[src/rtl/sha1_wb_pkg.sv]
// Register map, OPS bit positions, status words and enums shared by the SHA1 Wishbone host.
// Pure declarations; adds no logic or latency of its own.
package sha1_wb_pkg;

  localparam logic [31:0] REG_NR     = 32'h0;
  localparam logic [31:0] REG_ID     = 32'h4;
  localparam logic [31:0] REG_OPS    = 32'h8;
  localparam logic [31:0] REG_MSG_IN = 32'hC;
  localparam logic [31:0] REG_DIGEST = 32'h10;
  localparam logic [31:0] REG_PANIC  = 32'h14;

  localparam int OPS_ON    = 0;
  localparam int OPS_RESET = 1;
  localparam int OPS_PANIC = 2;
  localparam int OPS_DONE  = 3;

  localparam logic [31:0] CTRL_ID = 32'h53484131;
  localparam logic [31:0] ACK     = 32'h1;
  localparam logic [31:0] EINVAL  = 32'hffffffea;
  localparam logic [31:0] EBUSY   = 32'hfffffff0;

  typedef enum logic [2:0] {
    ERR_NONE       = 3'd0,
    ERR_ACK_TMO    = 3'd1,
    ERR_MSG_NACK   = 3'd2,
    ERR_POLL_LIMIT = 3'd3,
    ERR_PANIC      = 3'd4,
    ERR_EBUSY      = 3'd5,
    ERR_ID         = 3'd6
  } err_code_t;

  typedef enum logic [2:0] {
    ST_IDLE,
    ST_ID_RD,
    ST_RST_WR,
    ST_MSG_WR,
    ST_POLL_RD,
    ST_DIG_RD,
    ST_OFF_WR
  } state_t;

endpackage

[src/rtl/sha1_wb_xfer.sv]
// Single Wishbone transfer engine: launches on req while idle, holds cyc/stb until ack or ACK_TIMEOUT cycles.
// done/timeout are flagged combinationally in the final bus cycle; the bus drops on the following cycle.
module sha1_wb_xfer #(
  parameter logic [7:0] ACK_TIMEOUT = 8'd255
) (
  input  logic        wb_clk_i,
  input  logic        wb_rst_ni,
  input  logic        req,
  input  logic        we,
  input  logic [31:0] adr,
  input  logic [31:0] wdata,
  output logic        busy,
  output logic        done,
  output logic        timeout,
  output logic [31:0] rdata,
  output logic        wbm_cyc_o,
  output logic        wbm_stb_o,
  output logic        wbm_we_o,
  output logic [3:0]  wbm_sel_o,
  output logic [31:0] wbm_adr_o,
  output logic [31:0] wbm_dat_o,
  input  logic        wbm_ack_i,
  input  logic [31:0] wbm_dat_i
);

  logic       active;
  logic [7:0] timer;
  logic       last_cycle;

  assign last_cycle = (timer == ACK_TIMEOUT - 8'd1);
  assign busy       = active;
  assign done       = active & wbm_ack_i;
  assign timeout    = active & ~wbm_ack_i & last_cycle;
  assign rdata      = wbm_dat_i;
  assign wbm_cyc_o  = active;
  assign wbm_stb_o  = active;
  assign wbm_sel_o  = {4{active}};

  always_ff @(posedge wb_clk_i or negedge wb_rst_ni) begin
    if (!wb_rst_ni) begin
      active    <= 1'b0;
      timer     <= 8'd0;
      wbm_we_o  <= 1'b0;
      wbm_adr_o <= 32'h0;
      wbm_dat_o <= 32'h0;
    end else if (active) begin
      if (wbm_ack_i || last_cycle) active <= 1'b0;
      timer <= timer + 8'd1;
    end else if (req) begin
      active    <= 1'b1;
      timer     <= 8'd0;
      wbm_we_o  <= we;
      wbm_adr_o <= adr;
      wbm_dat_o <= wdata;
    end
  end

endmodule

[src/rtl/sha1_wb_host.sv]
// Drives the SHA1 peripheral through one block: clear, 16 MSG_IN writes, poll DONE, 5 digest reads, engine off.
// Two cycles per zero-wait transfer; msg_valid_i low stalls with the bus idle. SHA1_WB_HOST_ID_CHECK_EN adds an ID read.
module sha1_wb_host
  import sha1_wb_pkg::*;
#(
  parameter logic [31:0] BASE_ADDRESS = 32'h30000024,
  parameter logic [7:0]  ACK_TIMEOUT  = 8'd255,
  parameter logic [15:0] POLL_LIMIT   = 16'd2000
) (
  input  logic        wb_clk_i,
  input  logic        wb_rst_ni,
  output logic        wbm_cyc_o,
  output logic        wbm_stb_o,
  output logic        wbm_we_o,
  output logic [3:0]  wbm_sel_o,
  output logic [31:0] wbm_adr_o,
  output logic [31:0] wbm_dat_o,
  input  logic        wbm_ack_i,
  input  logic [31:0] wbm_dat_i,
  input  logic        start_i,
  input  logic        msg_valid_i,
  input  logic [31:0] msg_data_i,
  output logic        msg_ready_o,
  output logic        dig_valid_o,
  output logic [31:0] dig_data_o,
  output logic [2:0]  dig_idx_o,
  output logic        busy_o,
  output logic        done_o,
  output logic        err_o,
  output logic [2:0]  err_code_o
);

  state_t      state, state_nxt;
  err_code_t   err_code, err_new;
  logic        err_set;
  logic [3:0]  cnt;
  logic [15:0] poll_cnt;
  logic        x_req, x_we, x_busy, x_done, x_tmo;
  logic [31:0] x_adr, x_wdata, x_rdata;

  sha1_wb_xfer #(.ACK_TIMEOUT(ACK_TIMEOUT)) u_xfer (
    .wb_clk_i(wb_clk_i), .wb_rst_ni(wb_rst_ni),
    .req(x_req), .we(x_we), .adr(x_adr), .wdata(x_wdata),
    .busy(x_busy), .done(x_done), .timeout(x_tmo), .rdata(x_rdata),
    .wbm_cyc_o(wbm_cyc_o), .wbm_stb_o(wbm_stb_o), .wbm_we_o(wbm_we_o), .wbm_sel_o(wbm_sel_o),
    .wbm_adr_o(wbm_adr_o), .wbm_dat_o(wbm_dat_o), .wbm_ack_i(wbm_ack_i), .wbm_dat_i(wbm_dat_i)
  );

  always_ff @(posedge wb_clk_i or negedge wb_rst_ni) begin
    if (!wb_rst_ni) state <= ST_IDLE;
    else            state <= state_nxt;
  end

  always_comb begin
    state_nxt = state;
    err_set   = 1'b0;
    err_new   = ERR_NONE;
    if (x_tmo) begin
      // A failing engine-off write must not mask the error that led there.
      if (state == ST_OFF_WR) begin
        state_nxt = ST_IDLE;
      end else begin
        err_set   = 1'b1;
        err_new   = ERR_ACK_TMO;
        state_nxt = ST_OFF_WR;
      end
    end else if (x_done) begin
      case (state)
`ifdef SHA1_WB_HOST_ID_CHECK_EN
        ST_ID_RD: begin
          if (x_rdata != CTRL_ID) begin
            err_set = 1'b1; err_new = ERR_ID; state_nxt = ST_OFF_WR;
          end else state_nxt = ST_RST_WR;
        end
`endif
        ST_RST_WR: state_nxt = ST_MSG_WR;
        ST_MSG_WR: begin
          if (x_rdata != ACK) begin
            err_set = 1'b1; err_new = ERR_MSG_NACK; state_nxt = ST_OFF_WR;
          end else if (cnt == 4'd15) state_nxt = ST_POLL_RD;
        end
        ST_POLL_RD: begin
          if (x_rdata[OPS_PANIC]) begin
            err_set = 1'b1; err_new = ERR_PANIC; state_nxt = ST_OFF_WR;
          end else if (x_rdata[OPS_DONE]) begin
            state_nxt = ST_DIG_RD;
          end else if (poll_cnt >= POLL_LIMIT) begin
            err_set = 1'b1; err_new = ERR_POLL_LIMIT; state_nxt = ST_OFF_WR;
          end
        end
        ST_DIG_RD: begin
          if (x_rdata == EBUSY) begin
            err_set = 1'b1; err_new = ERR_EBUSY; state_nxt = ST_OFF_WR;
          end else if (cnt == 4'd4) state_nxt = ST_OFF_WR;
        end
        ST_OFF_WR: state_nxt = ST_IDLE;
        default:   state_nxt = ST_IDLE;
      endcase
    end else if (state == ST_IDLE && start_i) begin
`ifdef SHA1_WB_HOST_ID_CHECK_EN
      state_nxt = ST_ID_RD;
`else
      state_nxt = ST_RST_WR;
`endif
    end
  end

  always_comb begin
    x_req       = 1'b0;
    x_we        = 1'b0;
    x_adr       = BASE_ADDRESS;
    x_wdata     = 32'h0;
    msg_ready_o = 1'b0;
    case (state)
      ST_ID_RD:   begin x_req = ~x_busy; x_adr = BASE_ADDRESS + REG_ID; end
      ST_RST_WR:  begin
        x_req = ~x_busy; x_we = 1'b1; x_adr = BASE_ADDRESS + REG_OPS; x_wdata = 32'h1 << OPS_RESET;
      end
      ST_MSG_WR:  begin
        x_req = ~x_busy & msg_valid_i; x_we = 1'b1; x_adr = BASE_ADDRESS + REG_MSG_IN;
        x_wdata = msg_data_i; msg_ready_o = ~x_busy & msg_valid_i;
      end
      ST_POLL_RD: begin x_req = ~x_busy; x_adr = BASE_ADDRESS + REG_OPS; end
      ST_DIG_RD:  begin x_req = ~x_busy; x_adr = BASE_ADDRESS + REG_DIGEST; end
      ST_OFF_WR:  begin x_req = ~x_busy; x_we = 1'b1; x_adr = BASE_ADDRESS + REG_OPS; end
      default:    ;
    endcase
  end

  assign busy_o     = (state != ST_IDLE);
  assign err_code_o = err_code;

  always_ff @(posedge wb_clk_i or negedge wb_rst_ni) begin
    if (!wb_rst_ni) begin
      cnt         <= 4'd0;
      poll_cnt    <= 16'd0;
      err_code    <= ERR_NONE;
      done_o      <= 1'b0;
      err_o       <= 1'b0;
      dig_valid_o <= 1'b0;
      dig_data_o  <= 32'h0;
      dig_idx_o   <= 3'd0;
    end else begin
      done_o      <= 1'b0;
      err_o       <= 1'b0;
      dig_valid_o <= 1'b0;
      if (state == ST_IDLE && start_i) begin
        err_code <= ERR_NONE;
        cnt      <= 4'd0;
        poll_cnt <= 16'd0;
      end
      if (err_set && err_code == ERR_NONE) err_code <= err_new;
      if (x_done && !err_set) begin
        // cnt wraps 15->0 after the last message word, so the digest reads start from index 0.
        if (state == ST_MSG_WR) cnt <= cnt + 4'd1;
        if (state == ST_POLL_RD) poll_cnt <= poll_cnt + 16'd1;
        if (state == ST_DIG_RD) begin
          dig_valid_o <= 1'b1;
          dig_data_o  <= x_rdata;
          dig_idx_o   <= cnt[2:0];
          cnt         <= cnt + 4'd1;
        end
      end
      if (state == ST_OFF_WR && (x_done || x_tmo)) begin
        if (err_code == ERR_NONE) done_o <= 1'b1;
        else                      err_o  <= 1'b1;
      end
    end
  end

endmodule
[config.mk]
export PLATFORM = sky130hd
export DESIGN_NAME = sha1_wb_host
export DESIGN_NICKNAME = d
export VERILOG_FILES = /design/src/rtl/sha1_wb_pkg.sv /design/src/rtl/sha1_wb_xfer.sv /design/src/rtl/sha1_wb_host.sv
export SDC_FILE = /design/constraint.sdc
export NUM_CORES = 1
export LEC_CHECK = 0
export BUFFER_PORTS_ARGS = -buffer_cell sky130_fd_sc_hd__buf_2
export CAP_MARGIN = 10
export CORE_MARGIN = 2
export CORE_UTILIZATION = 54
export DETAILED_ROUTE_END_ITERATION = 6
export GPL_TIMING_DRIVEN = 1
export PLACE_DENSITY_LB_ADDON = 0.1
export SYNTH_ARGS = -nofsm -noshare
export SYNTH_HDL_FRONTEND = slang
export SYNTH_SLANG_ARGS = --single-unit
[constraint.sdc]
create_clock -name wb_clk_i -period 7.05 [get_ports wb_clk_i]
set_clock_uncertainty 0.15 [all_clocks]
set_input_delay 1.41 -clock wb_clk_i [delete_from_list [all_inputs] [get_ports wb_clk_i]]
set_output_delay 1.41 -clock wb_clk_i [all_outputs]
set_load 0.01 [all_outputs]
==> summary.md, run 1 <==
| Metric | Value |
|---|---|
| Slew HR | `0.225` |
| Leakage | `approximately 3.1 nW` |
| Cell taking the most area after synthesis | `dfrtp_1` |
| WL final | `roughly 12000 microns` |
| Total power | `between 2 and 2.5 mW` |
| Post-DP HPWL | `between 8000 and 9000 microns` |
| Max Buffers Root-to-Sink | `2` |
| Total gr overflow | `0` |
| Hold Crit Class | `flip-flop to flip-flop` |
| Total number of vias | `roughly 4300` |
| Max-slew violations | `0` |
| Syn_area_per_cell | `10.2 sq um` |
| EDFF count, synth | `0` |
| Hold path cells | `2` |
| Vias per std cell | `5.41` |
| Synth top area cells | `dfrtp_1, mux2_1, nand2_1, o21ai_0, buf_4` |
| Footprint of the multi-input gates | `2280 sq um` |
| Fin nets | `around 740` |
| Antenna cells | `0` |
| RSZ-0062 raised after global routing | `false` |
| Arr. time, crit path | `between 3 and 4 ns` |
| CTS tree | `yes` |
| Peak VDD IR | `approximately 0.17 mV` |
| Die height | `between 100 and 150 microns` |
| GRT Util Overall | `0.225` |
| Fin Setup TNS | `0 ns` |
| Final worst-path cycle share | `0.533` |
| R2r endpoint | `poll_cnt[7]$_DFF_PN0_` |
| Worst-skew pair later-pin latency | `~0.37 ns` |
| Routed length per instance | `~15 microns` |
| Endpoint class of the critical path | `flip-flop` |
| Max Cap Viol | `0` |
| Initial antenna violation count | `0` |
| Register area | `approximately 2800 sq um` |
| Share of cells above drive strength 1 | `0.283` |
| TritonCTS buffer count | `9` |
| Vias in the first global route | `between 4000 and 5000` |
| DR DRC count | `0` |
| Iter 0 DRT Violations | `247` |
| Slowest stage cell, crit path | `or4_1` |
| Worst reg2reg path depth | `5` |
| Ys async rst share | `1.00` |
| First-pass GRT wire length | `slightly below 20000 microns` |
| Commonest non-fill, non-tap cell in the layout | `buf_2` |
| HP Start | `u_xfer.wbm_dat_o[0]$_DFFE_PN0P_` |
| Critical path class | `input pin to flip-flop` |
| Pwr per Cell Area | `323 nW/um^2` |
| Largest net degree at the start of global routing | `between 70 and 80` |
| Core area | `about 9700 sq um` |
| Critical-path cell list | `buf_2 -> or4_1 -> or3_1 -> o31ai_4 -> a31oi_1 -> nor3_4 -> buf_4 -> mux2_2` |
| Most frequent cells in the layout | `buf_2, dfrtp_1, nand2_1, o21ai_0, mux2_1` |
| Final Hold Viols | `0` |
| Hold buffers post-CTS | `0` |
| Fill count | `820` |
| Clock tree root driver cell | `clkbuf_8` |
| R2r setup slk | `3.90 ns` |
| Run status | `finished clean` |
| Num rows | `36` |
| Seq/Total Area, Yosys | `0.514` |
| Setup violators final | `0` |
| Top delay family on crit path | `simple AND/OR/NAND/NOR gates` |
| Num ports | `183` |
| DRT antenna net count | `0` |
| Synth cell types | `54` |
| CTS clk-pin slew, worst paths | `roughly 0.09 ns` |
| Placer Congestion | `around 0.9` |
| Inst Count DP | `just under 800` |
| Pre-antenna DRT Iters | `4` |
| # clock sinks | `between 100 and 150` |
| Count of buffers from port buffering | `around 160` |
| Die width | `104 microns` |
| Post-Syn Area | `5360 sq um` |
| Initial core utilization | `0.553` |
| Register bit total from synthesis | `110` |
| Syn. warnings | `0` |
| CP Launch Type | `input pin` |
| Worst Hold End | `u_xfer.wbm_dat_o[0]$_DFFE_PN0P_` |
| Worst Tran Pin Value | `roughly 1.2 ns` |
| H-tree Lvls | `3` |
| Post-synthesis cell count | `about 520` |
| Die area | `about 11000 sq um` |
| CP max FO | `36` |
| Synth top area share | `0.514` |
| Cell Count, Final, Fillers Out | `~800` |
| Critical path buffers and inverters | `2` |
| Prevailing post-synth register cell | `dfrtp_1` |
| Slowest cell delay on critical path | `0.51 ns` |
| CTS resizes | `0` |
| Area Overhead vs Synth | `16.7%` |
| Fmax | `roughly 0.27 GHz` |
| Req. time, crit path | `a little over 7 ns` |
| Setup bufs post-CTS | `0` |
| Minimum clock period | `3.76 ns` |
| Worst reg2reg path startpoint | `u_xfer.busy$_DFF_PN0_` |
## power by group
part	total, mW	switching [mW]	leakage, nW	internal [mW]
clock	0.374	0.204	0.0980	0.170
sequential	0.923	0.124	1.49	0.798
combinational	0.720	0.443	1.55	0.277
## how the worst max path moves through the flow
stage	from	end	slack [ns]	depth (start not counted)
after global placement	wbm_dat_i[18]	dig_data_o[22]$_DFFE_PN0P_	2.97	8
after global routing	wbm_dat_i[18]	dig_data_o[21]$_DFFE_PN0P_	3.19	8
after detailed placement	wbm_dat_i[18]	dig_data_o[21]$_DFFE_PN0P_	2.91	8
after floorplan	wbm_dat_i[3]	dig_data_o[3]$_DFFE_PN0P_	3.17	8
after CTS	wbm_dat_i[18]	dig_data_o[21]$_DFFE_PN0P_	3.32	8
final	wbm_dat_i[18]	dig_data_o[21]$_DFFE_PN0P_	3.29	8
## through the flow
| step | hold WS (ns) | utilization | worst slack, ns | instance area, sq um |
|---|---|---|---|---|
| global placement | 0.308 | 0.626 | 2.97 | 6060 |
| detailed placement | 0.316 | 0.626 | 2.91 | 6060 |
| CTS | 0.338 | 0.645 | 3.32 | 6250 |
| floorplan | 0.301 | - | 3.17 | 5450 |
| global route | 0.359 | 0.645 | 3.19 | 6250 |
| finish | 0.336 | 0.645 | 3.29 | 6250 |
## synth_stat cells, drive strengths merged (2+ instances only)
library cell	number
nand2	85
mux2i	6
nand4b	3
a21o	2
o211ai	9
inv	15
nand3	20
ha	8
and3b	2
or4	2
clkbuf	19
nor2b	3
nor4	11
a32o	2
nand4	16
dfrtp	110
o31ai	9
a22oi	2
o41ai	5
o2111ai	2
nand3b	2
buf	38
o21ai	53
nand2b	4
a21oi	7
a31oi	3
o311ai	5
nor2	11
mux2	38
nor3	11
or3	4
## routing by layer
layer	GRT usage	vias up	routed length (microns)
met5	0	-	0
met4	0.0840	0	214
met3	0.0340	15	719
met2	0.350	163	5490
met1	0.322	2033	5370
li1	-	2103	-
## flip-flops by register name, indices dropped and copies added, names as in the netlist
signal / cells
cnt: 4
dig_data_o: 32
dig_idx_o: 3
dig_valid_o: 1
done_o: 1
err_code_o: 3
err_o: 1
poll_cnt: 16
state: 3
u_xfer.busy: 1
u_xfer.timer: 8
u_xfer.wbm_adr_o: 4
u_xfer.wbm_dat_o: 32
u_xfer.wbm_we_o: 1
## worst register-to-register path, delay by kind of cell, from the launching register on
kind,cells,cell delay (ns)
AND/OR/NAND/NOR,2,0.78
flip-flops,1,0.78
AO/OA/AOI/OAI,3,1.32
## final cells by class
class	instances	area share
multi-input combinational	367	0.365
clock buffer	10	0.0220
timing repair buffer	159	0.129
clock inverter	4	0.00781
tap	133	0.0266
inverter	15	0.00901
sequential	110	0.441
## logic make-up after synthesis
| family | count (synthesis) | share of synthesized area |
|---|---|---|
| DFF | 110 | 0.514 |
| buffers and inverters | 72 | 0.0778 |
| muxes | 44 | 0.0911 |
| adders and majority gates | 8 | 0.0187 |
| xor gates and xnor gates | 1 | 0.00164 |
| and+or+nand+nor | 179 | 0.163 |
| AOI/OAI and AO/OA | 109 | 0.133 |
| other | 1 | 0.000700 |
No activity file was read; power rests on OpenSTA's default activity.
==> run 2, diff against run 1 <==
--- a/config.mk
+++ b/config.mk
@@ -5,10 +5,11 @@
 export SDC_FILE = /design/constraint.sdc
 export NUM_CORES = 1
 export LEC_CHECK = 0
+export ABC_AREA = 1
 export BUFFER_PORTS_ARGS = -buffer_cell sky130_fd_sc_hd__buf_2
 export CAP_MARGIN = 10
 export CORE_MARGIN = 2
-export CORE_UTILIZATION = 54
+export CORE_UTILIZATION = 52
 export DETAILED_ROUTE_END_ITERATION = 6
 export GPL_TIMING_DRIVEN = 1
 export PLACE_DENSITY_LB_ADDON = 0.1
==> constraint.sdc (replaced) <==
create_clock -name wb_clk_i -period 3.86 [get_ports wb_clk_i]
set_clock_uncertainty 0.15 [all_clocks]
set_input_delay 0.772 -clock wb_clk_i [delete_from_list [all_inputs] [get_ports wb_clk_i]]
set_output_delay 0.772 -clock wb_clk_i [all_outputs]
set_load 0.01 [all_outputs]
==> run 2 against run 1 <==
Effect of this change: routed wire length is 23% higher; first-iteration DRC count rose by 120%; die area up 16%; clock power grew 130%; critical path depth down 3; non-clock buffer count is 7 higher; clock-buffer cell count shrank 1; total power increased by 71%; synthesized cell count grew 57%; register-to-register slack worse by 2.7 ns; sequential share of layout area shrank 4.9 points; via count rose by 31%.
==> summary.md, run 2 <==
| Metric | Value |
|---|---|
| Die width | `112 microns (+7.9%)` |
| DR DRC count | `0 (unchanged)` |
| Die height | `112 microns (+7.9%)` |
| Peak VDD IR | `0.430 mV (+150%)` |
| H-tree Lvls | `3 (unchanged)` |
| Syn_area_per_cell | `7.35 sq um (-28%)` |
| Inst Count DP | `1087 (+39%)` |
| Max Cap Viol | `0 (unchanged)` |
| Seq/Total Area, Yosys | `0.456 (-0.0580)` |
| Critical path buffers and inverters | `2 (unchanged)` |
| Cell taking the most area after synthesis | `dfrtp_1` |
| Worst Tran Pin Value | `0.754 ns (-0.408 ns)` |
| Xor/xnor share of the synthesized area | `0.00726 (+0.00562)` |
| Fmax | `0.373 GHz` |
| Leakage | `4.00 nW (+28%)` |
| Minimum clock period | `~2.7 ns` |
| Pre-antenna DRT Iters | `5 (+1)` |
| Run status | `finished clean` |
| GRT Util Overall | `0.238 (+0.0129)` |
| Critical-path cell list | `nand2_1 -> nor2_2 -> inv_1 -> nor2_1 -> buf_2` |
| Synth top area cells | `dfrtp_1, nand2_1, nand4_1, o21ai_0, buf_4` |
| Routed length per instance | `13.2 microns (-11%)` |
| CP Launch Type | `flip-flop` |
| Count of buffers from port buffering | `156 (unchanged)` |
| Post-synthesis cell count | `821 (+57%)` |
| CP max FO | `11 (-69%)` |
| Post-DP HPWL | `10300 microns (+19%)` |
| Top delay family on crit path | `simple AND/OR/NAND/NOR gates` |
| Iter 0 DRT Violations | `555 (+120%)` |
| Setup violators final | `0 (unchanged)` |
| Num ports | `183 (unchanged)` |
| Vias per std cell | `5.14 (-4.8%)` |
| Cell Count, Final, Fillers Out | `1102 (+38%)` |
| Worst-skew pair later-pin latency | `0.35 ns (-0.02 ns)` |
| Num rows | `39 (+8.3%)` |
| Slowest cell delay on critical path | `0.48 ns (-0.03 ns)` |
| Initial antenna violation count | `0 (unchanged)` |
| Hold Crit Class | `input pin to async pin` |
| Register bit total from synthesis | `110 (unchanged)` |
| Vias in the first global route | `5116 (+27%)` |
| # clock sinks | `110 (unchanged)` |
| Total gr overflow | `0 (unchanged)` |
| Area Overhead vs Synth | `16.4%` |
| Syn. warnings | `0 (unchanged)` |
| TritonCTS buffer count | `9 (unchanged)` |
| CTS resizes | `0 (unchanged)` |
| Placer Congestion | `0.890 (+1.4%)` |
| Register area | `2750 sq um (unchanged)` |
| RSZ-0062 raised after global routing | `false` |
| DRT antenna net count | `0 (unchanged)` |
| Multiplexer share of the synthesized area | `0 (-0.0911)` |
| CTS clk-pin slew, worst paths | `0.07 ns (-0.02 ns)` |
| Max-slew violations | `0 (unchanged)` |
| Initial core utilization | `0.531 (-0.0221)` |
| Share of cells above drive strength 1 | `0.209 (-0.0742)` |
| Synth cell types | `36 (-33%)` |
| CTS tree | `yes` |
| Area share of and/or/nand/nor cells after synthesis | `0.339 (+0.175)` |
| Hold buffers post-CTS | `0 (unchanged)` |
| Footprint of the multi-input gates | `2680 sq um (+18%)` |
| Die area | `12500 sq um (+16%)` |
| Top flop regs | `dig_data_o x32, u_xfer.wbm_dat_o x32, poll_cnt x16` |
| Setup bufs post-CTS | `0 (unchanged)` |
| Max Buffers Root-to-Sink | `2 (unchanged)` |
| Complex-gate fraction of the synthesized area | `0.0651 (-0.0676)` |
| Fin Setup TNS | `0 ns (unchanged)` |
| Synth top area share | `0.456 (-0.0580)` |
| WL final | `14500 microns (+23%)` |
| Most common cell in the netlist | `nand2_1` |
| Core area | `11400 sq um (+17%)` |
| Synth Area in Adders | `0.0166 (-0.00211)` |
| Antenna cells | `0 (unchanged)` |
| Prevailing post-synth register cell | `dfrtp_1` |
| Endpoint class of the critical path | `output pin` |
| Ys async rst share | `1.00 (unchanged)` |
| Clock tree root driver cell | `clkbuf_16` |
| Fin nets | `1032 (+40%)` |
| Fill count | `1076 (+31%)` |
| First-pass GRT wire length | `24500 microns (+24%)` |
| Slowest stage cell, crit path | `dfrtp_1` |
| Pwr per Cell Area | `492 nW/um^2 (+52%)` |
| Req. time, crit path | `2.94 ns (-4.22 ns)` |
| Post-Syn Area | `6040 sq um (+13%)` |
| Total number of vias | `5669 (+31%)` |
| Combinational family with the most area after synthesis | `simple AND/OR/NAND/NOR gates` |
| Commonest non-fill, non-tap cell in the layout | `nand2_1` |
| Critical path class | `flip-flop to output pin` |
| Arr. time, crit path | `1.76 ns (-2.11 ns)` |
| Largest net degree at the start of global routing | `64 (-18%)` |
| Final Hold Viols | `0 (unchanged)` |
| Post-synth top cells | `nand2_1, dfrtp_1, inv_1` |
| Most frequent cells in the layout | `nand2_1, buf_2, dfrtp_1, inv_1, o21ai_0` |
| EDFF count, synth | `0 (unchanged)` |
| Slew HR | `0.495 (+0.269)` |
| Final worst-path cycle share | `0.695` |
run 2: kinds of logic (layout without fill, tap and decap cells):
group / Yosys count / in the layout
AOI/OAI and AO/OA: 74 / 74
xor gates and xnor gates: 5 / 5
adders and majority gates: 8 / 8
buffers and inverters: 140 / 253
DFF: 110 / 110
other: 1 / 26
and+or+nand+nor: 483 / 483
run 2: area by class of cell:
cell class | count | share of cell area
flip-flops and latches | 110 | 0.392
multi-input cells | 596 | 0.382
repair buffers | 166 | 0.124
inverters | 72 | 0.0385
clock buffers | 9 | 0.0321
well taps | 143 | 0.0255
clock inverters | 6 | 0.00623
run 2: stage by stage:
| step | instance area (sq um) | utilization | power [mW] | setup slack, ns | hold WS, ns |
|---|---|---|---|---|---|
| after detailed placement | 6760 | 0.594 | 2.62 | 1.01 | 0.311 |
| after global routing | 7020 | 0.618 | 3.70 | 0.966 | 0.315 |
| after CTS | 7020 | 0.618 | 3.49 | 1.15 | 0.297 |
| final | 7020 | 0.618 | 3.46 | 1.18 | 0.275 |
| after floorplan | 6130 | - | 2.24 | 1.68 | 0.300 |
| after global placement | 6760 | 0.594 | 2.60 | 1.08 | 0.308 |
run 2: final timing paths:
check                                           startpoint                          end  slack, ns  cells after the start
max in group asynchronous                        wb_rst_ni        poll_cnt[2]$_DFF_PN0_       2.53                      2
worst max-delay path                  state[0]$_DFFE_PN0P_                  msg_ready_o       1.18                      5
worst min register to register  dig_data_o[12]$_DFFE_PN0P_   dig_data_o[12]$_DFFE_PN0P_       0.33                      2
min in group wb_clk_i           dig_data_o[12]$_DFFE_PN0P_   dig_data_o[12]$_DFFE_PN0P_       0.33                      2
worst min-delay path                             wb_rst_ni  u_xfer.timer[4]$_DFFE_PN0P_       0.27                      1
worst max register to register        state[2]$_DFFE_PN0P_   dig_data_o[11]$_DFFE_PN0P_       1.23                     10
run 2: report_power, final:
group	total [mW]	switching, mW	internal (mW)
Combinational	1.11	0.758	0.355
Sequential	1.48	0.139	1.35
Clock	0.860	0.421	0.439
Total	3.46	1.32	2.14
run 2: layer usage:
metal	up-vias	GRT usage	wire length, microns
met1	2651	0.314	6400
met5	-	0	0
met3	15	0.0544	808
li1	2829	-	-
met4	0	0.0626	179
met2	174	0.397	7150
==> run 3, diff against run 2 <==
==> constraint.sdc (replaced) <==
create_clock -name wb_clk_i -period 2.5 [get_ports wb_clk_i]
set_clock_uncertainty 0.15 [all_clocks]
set_input_delay 0.5 -clock wb_clk_i [delete_from_list [all_inputs] [get_ports wb_clk_i]]
set_output_delay 0.5 -clock wb_clk_i [all_outputs]
set_load 0.01 [all_outputs]
==> run 3 against run 2 <==
Effect of this change: routed wire length up 3.0%; sequential share of layout area decreased by 0.54 points; critical path depth stayed put; total power increased by 58%; sequential power is 55% higher; core utilization up 0.87 points; via count up 1.8%; final area increased by 1.4%; register-to-register slack worse by 0.96 ns; non-clock buffer count grew 9; first-iteration DRC count decreased by 5.0%.
==> summary.md, run 3 (same netlist as run 2, synthesis figures left out) <==
| Metric | Value |
|---|---|
| Setup WS pre-CTS | `0.230 ns (-0.778 ns)` |
| Slew HR | `0.628 (+0.134)` |
| Final worst-path cycle share | `0.947` |
| Area Overhead vs Synth | `18.0%` |
| Fmax | `0.422 GHz` |
| HP Start | `msg_data_i[14]` |
| Share of cells above drive strength 1 | `0.216 (+0.00714)` |
| Most frequent cells in the layout | `nand2_1, buf_2, dfrtp_1, inv_1, o21ai_0` |
| Switch share | `0.385 (+0.00335)` |
| DR DRC count | `0 (unchanged)` |
| Initial core utilization | `0.531 (unchanged)` |
| Psw | `2.10 mW (+60%)` |
| Clk network pwr share | `0.257 (+0.008)` |
| Hold Crit Class | `input pin to flip-flop` |
| Register area | `2750 sq um (unchanged)` |
| Max-slew violations | `0 (unchanged)` |
| Commonest non-fill, non-tap cell in the layout | `nand2_1` |
| # clock sinks | `110 (unchanged)` |
| TritonCTS buffer count | `9 (unchanged)` |
| First-pass GRT wire length | `24500 microns (-0.17%)` |
| Top flop regs | `dig_data_o x32, u_xfer.wbm_dat_o x32, poll_cnt x16` |
| Critical path class | `flip-flop to output pin` |
| Int Pwr | `3.37 mW (+57%)` |
| Placer Congestion | `0.915 (+2.8%)` |
| Largest net degree at the start of global routing | `64 (unchanged)` |
| Flop pwr share | `0.418 (-0.011)` |
| DRT antenna net count | `0 (unchanged)` |
| Die height | `112 microns (unchanged)` |
| Worst reg2reg path startpoint | `u_xfer.timer[0]$_DFFE_PN0P_` |
| Arr. time, crit path | `1.72 ns (-0.04 ns)` |
| Final Worst Setup Slack | `0.132 ns (-1.04 ns)` |
| Post-DP HPWL | `10600 microns (+2.9%)` |
| WL final | `15000 microns (+3.0%)` |
| Num ports | `183 (unchanged)` |
| Num rows | `39 (unchanged)` |
| Vias in the first global route | `5257 (+2.8%)` |
| Final Hold Viols | `0 (unchanged)` |
| Req. time, crit path | `1.85 ns (-1.09 ns)` |
| CTS tree | `yes` |
| Routed length per instance | `13.5 microns (+2.0%)` |
| Pwr per Cell Area | `768 nW/um^2 (+56%)` |
| Max Buffers Root-to-Sink | `2 (unchanged)` |
| Worst-skew pair later-pin latency | `0.36 ns (about the same)` |
| Count of buffers from port buffering | `156 (unchanged)` |
| CTS clk-pin slew, worst paths | `0.08 ns (about the same)` |
| GRT Util Overall | `0.239 (+0.00153)` |
| Total gr overflow | `0 (unchanged)` |
| Setup violators final | `0 (unchanged)` |
| Hold path cells | `3` |
| Endpoint class of the critical path | `output pin` |
| Iter 0 DRT Violations | `527 (-5.0%)` |
| Comb pwr share | `0.324 (+0.002)` |
| CP max FO | `7 (-4)` |
| Minimum clock period | `about 2.4 ns` |
| CTS resizes | `0 (unchanged)` |
| Peak VDD IR | `0.924 mV (+110%)` |
| Die area | `12500 sq um (unchanged)` |
| Pre-antenna DRT Iters | `5 (unchanged)` |
| Antenna cells | `0 (unchanged)` |
| Fill count | `1047 (-2.7%)` |
| Fin Setup TNS | `0 ns (unchanged)` |
| Die width | `112 microns (unchanged)` |
| Worst Hold End | `u_xfer.wbm_dat_o[14]$_DFFE_PN0P_` |
| Leakage | `4.06 nW (+1.4%)` |
| H-tree Lvls | `3 (unchanged)` |
| Fin nets | `1041 (+0.87%)` |
| Footprint of the multi-input gates | `2680 sq um (unchanged)` |
| Max Cap Viol | `0 (unchanged)` |
| Worst Tran Pin Value | `0.558 ns (-0.196 ns)` |
| Worst reg2reg path depth | `12 (+2)` |
| Vias per std cell | `5.19 (+0.92%)` |
| CP Launch Type | `flip-flop` |
| Initial antenna violation count | `0 (unchanged)` |
| Clock tree root driver cell | `clkbuf_16` |
| Core area | `11400 sq um (unchanged)` |
| R2r endpoint | `poll_cnt[5]$_DFF_PN0_` |
| RSZ-0062 raised after global routing | `false` |
| Total number of vias | `5773 (+1.8%)` |
| Run status | `finished clean` |
| R2r setup slk | `0.27 ns (-0.96 ns)` |
[run 3: power by group through the flow]
stage	logic, mW	registers (mW)	clock network, mW
finish	1.77	2.29	1.41
global route	1.99	2.34	1.52
CTS	1.78	2.29	1.45
detailed placement	1.77	2.32	0
global placement	1.74	2.31	0
floorplan	1.04	2.42	0
[run 3: worst max-delay path by stage]
stage	start	end	slack, ns	cells after the start
after floorplan	wbm_dat_i[2]	dig_data_o[0]$_DFFE_PN0P_	0.59	13
after global placement	wbm_dat_i[2]	poll_cnt[9]$_DFF_PN0_	0.32	15
after detailed placement	wbm_dat_i[2]	poll_cnt[11]$_DFF_PN0_	0.23	14
after CTS	state[0]$_DFFE_PN0P_	msg_ready_o	0.15	5
after global routing	state[0]$_DFFE_PN0P_	msg_ready_o	0.03	5
final	state[0]$_DFFE_PN0P_	msg_ready_o	0.13	5
[run 3: per-stage QoR]
step                      instances  instance area [sq um]  power [mW]   util  hold slack, ns
after global routing           1112                   7120        5.85  0.626           0.243
after detailed placement       1095                   6830        4.09  0.601           0.274
final                          1112                   7120        5.47  0.626           0.243
after floorplan                 846                   6130        3.46      -          0.0544
after CTS                      1112                   7120        5.52  0.626           0.231
after global placement         1095                   6830        4.04  0.601           0.268
[run 3: what timing repair did]
item / 4_1_cts / 5_1_grt
hold buffers: 1 / 0
endpoints found under the setup margin: 0 / 0
endpoints found under the hold margin: 21 / 0
buffers inserted: 0 / 0
[run 3: worst max-delay path: stages, from the launching register on]
cell and delay, ns:
dfrtp_1 0.48, nand2_1 0.13, nor2_2 0.35, inv_1 0.15
nor2_1 0.11, buf_2 0.14
[run 3: routing by layer]
layer / track usage / wire length (microns) / vias up
met4: 0.106 / 454 / 0
li1: - / - / 2847
met3: 0.0555 / 930 / 42
met2: 0.391 / 7320 / 207
met5: 0 / 0 / -
met1: 0.305 / 6270 / 2677
[run 3: area by class of cell]
class / instances / share of cell area
Clock inverter: 7 / 0.00843
Multi-Input combinational cell: 596 / 0.377
Clock buffer: 9 / 0.0316
Inverter: 72 / 0.0379
Sequential cell: 110 / 0.386
Timing Repair Buffer: 175 / 0.134
Tap cell: 143 / 0.0251
